## config.mk

```make
export PLATFORM = sky130hd
export DESIGN_NAME = uart_rx
export DESIGN_NICKNAME = d
export VERILOG_FILES = /design/src/rtl/uart_pkg.sv /design/src/rtl/uart_rx_sync.sv /design/src/rtl/uart_rx.sv
export SDC_FILE = /design/constraint.sdc
export NUM_CORES = 1
export LEC_CHECK = 0
export BUFFER_PORTS_ARGS = -buffer_cell sky130_fd_sc_hd__buf_2
export CAP_MARGIN = 10
export CORE_UTILIZATION = 50
export CTS_CLUSTER_DIAMETER = 150
export DETAILED_ROUTE_END_ITERATION = 6
export PLACE_DENSITY = 0.69
export SETUP_SLACK_MARGIN = 0.1
export SLEW_MARGIN = 20
export SYNTH_ARGS = -nofsm -noshare
export SYNTH_HDL_FRONTEND = slang
export SYNTH_SLANG_ARGS = --single-unit
```

## constraint.sdc

```tcl
create_clock -name clk -period 3.94 [get_ports clk]
set_clock_uncertainty 0.05 [all_clocks]
set_input_delay 0.591 -clock clk [delete_from_list [all_inputs] [get_ports clk]]
set_output_delay 0.591 -clock clk [all_outputs]
set_load 0.005 [all_outputs]
```

## src/rtl/uart_pkg.sv

```systemverilog
// Shared UART definitions: receiver FSM state encoding and baud divider helpers.
// The transmitter derives its bit period from the same helpers so both ends agree.
package uart_pkg;

   typedef enum logic [2:0] {
      ST_IDLE  = 3'd0,
      ST_START = 3'd1,
      ST_DATA  = 3'd2,
      ST_STOP  = 3'd3,
      ST_BREAK = 3'd4
   } uart_state_e;

   function automatic int unsigned uart_divider(input int unsigned clk_freq,
                                                input int unsigned baud_rate);
      return clk_freq / baud_rate;
   endfunction

   function automatic int unsigned uart_half(input int unsigned clk_freq,
                                             input int unsigned baud_rate);
      return uart_divider(clk_freq, baud_rate) / 2;
   endfunction

endpackage

```

## src/rtl/uart_rx_sync.sv

```systemverilog
// Two-flop synchroniser for the asynchronous rx pin; resets to the idle (high) level.
module uart_rx_sync (
   input  logic clk,
   input  logic rst,
   input  logic d,
   output logic q
);

   logic meta_q, meta_d;
   logic sync_q, sync_d;

   always_comb begin
      meta_d = d;
      sync_d = meta_q;
   end

   always_ff @(posedge clk) begin
      if (rst) begin
         meta_q <= 1'b1;
         sync_q <= 1'b1;
      end else begin
         meta_q <= meta_d;
         sync_q <= sync_d;
      end
   end

   assign q = sync_q;

endmodule

```

## src/rtl/uart_rx.sv

```systemverilog
// 8N1 UART receiver with valid/ready hold register, framing and overrun flags.
// Define UART_RX_MAJORITY_EN for 3-sample majority voting around mid-bit.
module uart_rx
   import uart_pkg::*;
#(
   parameter int unsigned CLK_FREQ  = 25000000,
   parameter int unsigned BAUD_RATE = 9600
) (
   input  logic       clk,
   input  logic       rst,
   input  logic       rx,
   output logic [7:0] rx_data,
   output logic       rx_valid,
   input  logic       rx_ready,
   output logic       frame_err,
   output logic       overrun,
   input  logic       err_clr
);

   localparam int unsigned DIVIDER = uart_divider(CLK_FREQ, BAUD_RATE);
   localparam int unsigned HALF    = uart_half(CLK_FREQ, BAUD_RATE);
   localparam int          CW      = $clog2(DIVIDER);
   localparam logic [CW-1:0] CNT_LAST = CW'(DIVIDER - 1);
`ifdef UART_RX_MAJORITY_EN
   localparam logic [CW-1:0] CNT_SAMPLE = CW'(HALF + 1);
`else
   localparam logic [CW-1:0] CNT_SAMPLE = CW'(HALF);
`endif

   logic rx_s;
   logic sample;
   logic at_sample, at_last;
   logic deliver, overrun_set;
   logic [CW-1:0] count_adv;

   uart_state_e   state_q, state_d;
   logic [CW-1:0] count_q, count_d;
   logic [2:0]    bit_idx_q, bit_idx_d;
   logic [7:0]    shift_q, shift_d;
   logic [7:0]    rx_data_q, rx_data_d;
   logic          rx_valid_q, rx_valid_d;
   logic          frame_err_q, frame_err_d;
   logic          overrun_q, overrun_d;

   uart_rx_sync u_sync (
      .clk (clk),
      .rst (rst),
      .d   (rx),
      .q   (rx_s)
   );

`ifdef UART_RX_MAJORITY_EN
   // hist_q holds rx_s from the two cycles before the sample point
   logic [1:0] hist_q, hist_d;

   always_comb begin
      hist_d = {hist_q[0], rx_s};
      sample = (hist_q[1] & hist_q[0]) | (hist_q[1] & rx_s) | (hist_q[0] & rx_s);
   end
`else
   always_comb begin
      sample = rx_s;
   end
`endif

   always_comb begin
      at_sample = (count_q == CNT_SAMPLE);
      at_last   = (count_q == CNT_LAST);
      count_adv = at_last ? '0 : count_q + CW'(1);
   end

   always_comb begin
      state_d     = state_q;
      count_d     = count_q;
      bit_idx_d   = bit_idx_q;
      shift_d     = shift_q;
      frame_err_d = 1'b0;
      deliver     = 1'b0;

      case (state_q)
         ST_IDLE: begin
            count_d   = '0;
            bit_idx_d = '0;
            if (!rx_s) state_d = ST_START;
         end
         ST_START: begin
            count_d = count_adv;
            if (at_sample && sample) begin
               state_d = ST_IDLE;
               count_d = '0;
            end else if (at_last) begin
               state_d = ST_DATA;
            end
         end
         ST_DATA: begin
            count_d = count_adv;
            if (at_sample) shift_d = {sample, shift_q[7:1]};
            if (at_last) begin
               bit_idx_d = bit_idx_q + 3'd1;
               if (bit_idx_q == 3'd7) state_d = ST_STOP;
            end
         end
         // Leave mid-stop-bit so the next start edge is caught even with baud skew
         ST_STOP: begin
            count_d = count_adv;
            if (at_sample) begin
               count_d = '0;
               if (sample) begin
                  deliver = 1'b1;
                  state_d = ST_IDLE;
               end else begin
                  frame_err_d = 1'b1;
                  state_d     = ST_BREAK;
               end
            end
         end
         ST_BREAK: begin
            count_d = '0;
            if (rx_s) state_d = ST_IDLE;
         end
         default: begin
            state_d   = ST_IDLE;
            count_d   = '0;
            bit_idx_d = '0;
         end
      endcase
   end

   // A byte finishing while the old one is unconsumed is dropped and flagged
   always_comb begin
      rx_data_d   = rx_data_q;
      rx_valid_d  = rx_valid_q;
      overrun_set = 1'b0;
      if (deliver) begin
         if (!rx_valid_q || rx_ready) begin
            rx_data_d  = shift_q;
            rx_valid_d = 1'b1;
         end else begin
            overrun_set = 1'b1;
         end
      end else if (rx_valid_q && rx_ready) begin
         rx_valid_d = 1'b0;
      end
      overrun_d = overrun_set | (overrun_q & ~err_clr);
   end

   always_ff @(posedge clk) begin
      if (rst) begin
         state_q     <= ST_IDLE;
         count_q     <= '0;
         bit_idx_q   <= '0;
         shift_q     <= '0;
         rx_data_q   <= '0;
         rx_valid_q  <= 1'b0;
         frame_err_q <= 1'b0;
         overrun_q   <= 1'b0;
`ifdef UART_RX_MAJORITY_EN
         hist_q      <= 2'b11;
`endif
      end else begin
         state_q     <= state_d;
         count_q     <= count_d;
         bit_idx_q   <= bit_idx_d;
         shift_q     <= shift_d;
         rx_data_q   <= rx_data_d;
         rx_valid_q  <= rx_valid_d;
         frame_err_q <= frame_err_d;
         overrun_q   <= overrun_d;
`ifdef UART_RX_MAJORITY_EN
         hist_q      <= hist_d;
`endif
      end
   end

   assign rx_data   = rx_data_q;
   assign rx_valid  = rx_valid_q;
   assign frame_err = frame_err_q;
   assign overrun   = overrun_q;

endmodule

```

==> impl_metrics.tcl <==
set metrics [dict create \
    outcome "finished, final reports clean" \
    cts_buffers 5 \
    path_class "reg2reg" \
    areaGrowthSynthToFinish_pct 8.99 \
    min_period_ns 2.02 \
    drc 0 \
    endpoint_kind "flop" \
    postRouteAntennaNets 0 \
    post-place-ws_ns 2.03 \
    rsz0062_at_grt "no" \
    cts.sinks 39 \
    finalCritPeriodShare_pct 51.3 \
    final_max_slew_viol_count 0 \
    core_um2 3340 \
    multi_input_area_um2 905 \
    drive_gt1_share_pct 17.7 \
    power_leakage_nw 0.814 \
    synth_edf_count 0 \
    drtIter0Drc 35 \
    power.internal_mw 0.538 \
    seqPwrFrac_pct 58.0 \
    clk_pin_slew_worst_paths_ns 0.12 \
    timing.critical_path.from_type "flop" \
    crit_start "count_q[0]" \
    holdWs_ns 0.364 \
    setup_tns_ns 0 \
    finalWirelength_um 3100 \
    grt_pass1_vias 1201 \
    dieArea_um2 3750 \
    die_h_um 61.2 \
    setup_viol_count_final 0 \
    hp-class "in2reg" \
    grt_overflow 0 \
    ys.flop_type "dfxtp_1" \
    track_usage_pct 18.8 \
    hold_viol 0 \
    syn_inst 185 \
    grt_max_degree 30 \
    start_util_pct 52.5 \
    async_flop_share_pct 0 \
    fin_ws_ns 1.92 \
    power_frac_clock_pct 38.9 \
    synth_top_cell_by_area "dfxtp_1" \
    hold_buffers 0 \
    final_common_cell "dfxtp_1" \
    syn_nets 194 \
    cts_max_level 2 \
    cts_resized 0 \
    worst_pin_slew_ns 0.520 \
    drt_pass1_iterations 5 \
    antenna_found_initial 0 \
    arrival_ns 2.20 \
    ys_types 42 \
    grt_pass1_wl_um 5040 \
    fmax_ghz 0.495 \
    netlist_area_um2 1750 \
    clk-insertion-delay-late_ns 0.36 \
    required_ns 4.12 \
    vias 1301 \
    p_total_mw 0.691 \
    gp_congestion 0.835 \
    max-vdd-ir-drop_mv 0.182 \
    cts_buffer_depth 2 \
    drt-wirelength-per-cell_um 12.7 \
    nFillCells 304 \
    post-route-util_pct 57.3 \
    p_sw_mw 0.153 \
    combPwrFrac_pct 3.1 \
    rows 21 \
    cts_root_buffer "clkbuf_4" \
    post_cts_buffers 0 \
    cts_tree "yes" \
    cap_violations 0 \
    p_sw_share_pct 22.1 \
    yosys_register_bits 39 \
    register_area_um2 781 \
    r2r-start "count_q[0]" \
    synth_area_per_cell_um2 9.48 \
    yosysTopAreaCellShare_pct 44.5 \
    path_max_fanout 6 \
    yosysSeqAreaShare_pct 44.5 \
    powerDensity_nw_per_um2 362 \
    dp_hpwl_um 2220 \
    ios 16 \
    antennaDiodeCount 0 \
    ys_warn_count 0 \
    layout_common_cells "dfxtp_1 (39), nor2_1 (34), mux2i_1 (16)" \
    fin_nets 206 \
    die_w_um 61.2 \
    slew_headroom_pct 65.2 \
    synth_area_leaders "dfxtp_1 (45%), mux2i_1 (9.1%), nor2_1 (7.3%), xor2_1 (3.5%), ha_1 (2.9%)" \
    min-delay-start "rx" \
    port-buffer-count 15 \
    vias_per_cell 5.33 \
]
## critical path, cell delays in order, from the launching register on
cell	delay (ns)
dfxtp_1	0.43
ha_1	0.32
and4bb_2	0.27
nand3_2	0.13
a2bb2oi_2	0.23
o21ai_1	0.12
o41ai_1	0.35
## stage by stage
stage / instance area, um2 / cells
2_1_floorplan: 1750 / 185
3_3_place_gp: 1830 / 236
3_5_place_dp: 1830 / 236
4_1_cts: 1910 / 244
5_1_grt: 1910 / 244
6_report: 1910 / 244
## worst paths after layout
check	end	slack [ns]	depth (start not counted)
min	u_sync.meta_q	0.36	2
max	state_q[1]	1.92	6
min reg2reg	u_sync.q	0.37	1
max reg2reg	state_q[1]	1.92	6
## power groups by stage
stage	registers, mW	clock network (mW)	logic, mW
final	0.401	0.269	0.0212
after global routing	0.402	0.291	0.0240
after CTS	0.401	0.276	0.0212
after detailed placement	0.410	0	0.0210
after global placement	0.410	0	0.0202
after floorplan	0.406	0	0.0206
## kinds of logic after synthesis
family | count (synthesis) | synth area share, %
buffers and inverters | 13 | 3.85
xor gates and xnor gates | 9 | 4.50
muxes | 16 | 9.14
and+or+nand+nor | 83 | 26.2
DFF | 39 | 44.5
AOI/OAI and AO/OA | 21 | 8.92
adders and majority gates | 4 | 2.86
## final cells by class
| cell class | count | share of cell area [%] |
|---|---|---|
| inverter | 3 | 0.589 |
| clock inverter | 3 | 2.29 |
| timing repair buffer | 15 | 3.93 |
| clock buffer | 5 | 1.96 |
| multi-input combinational | 133 | 47.3 |
| tap | 46 | 3.01 |
| sequential | 39 | 40.9 |
## synth_stat cells, types with 2 or more instances
master,instances
ha_1,4
a21oi_1,5
inv_1,3
nor2_1,34
buf_2,3
o21ai_0,2
clkbuf_1,4
buf_4,2
and4bb_2,2
or2_2,3
a22oi_1,2
nor2b_1,4
o22ai_1,2
nand4_1,3
nand2_1,8
xnor2_1,2
mux2i_1,16
dfxtp_1,39
o2bb2ai_1,2
xor2_1,7
nor4b_2,2
nand3_1,8
and3_1,4
and2_1,2
nand2b_1,4
o41ai_1,2
## state kept, by name, summed over array words and instances (netlist names)
register / cells
u_sync.meta_q: 1
shift_q: 8
count_q: 12
rx_valid: 1
frame_err: 1
overrun: 1
state_q: 3
bit_idx_q: 3
u_sync.q: 1
rx_data: 8
## metal layers
metal	GRT usage, %	vias to the layer above	wire [um]
met2	34.2	32	1500
met3	5.67	6	133
met5	0	-	0
li1	-	668	-
met4	9.09	0	65
met1	19.7	595	1400
No activity file was read; power rests on OpenSTA's default activity.
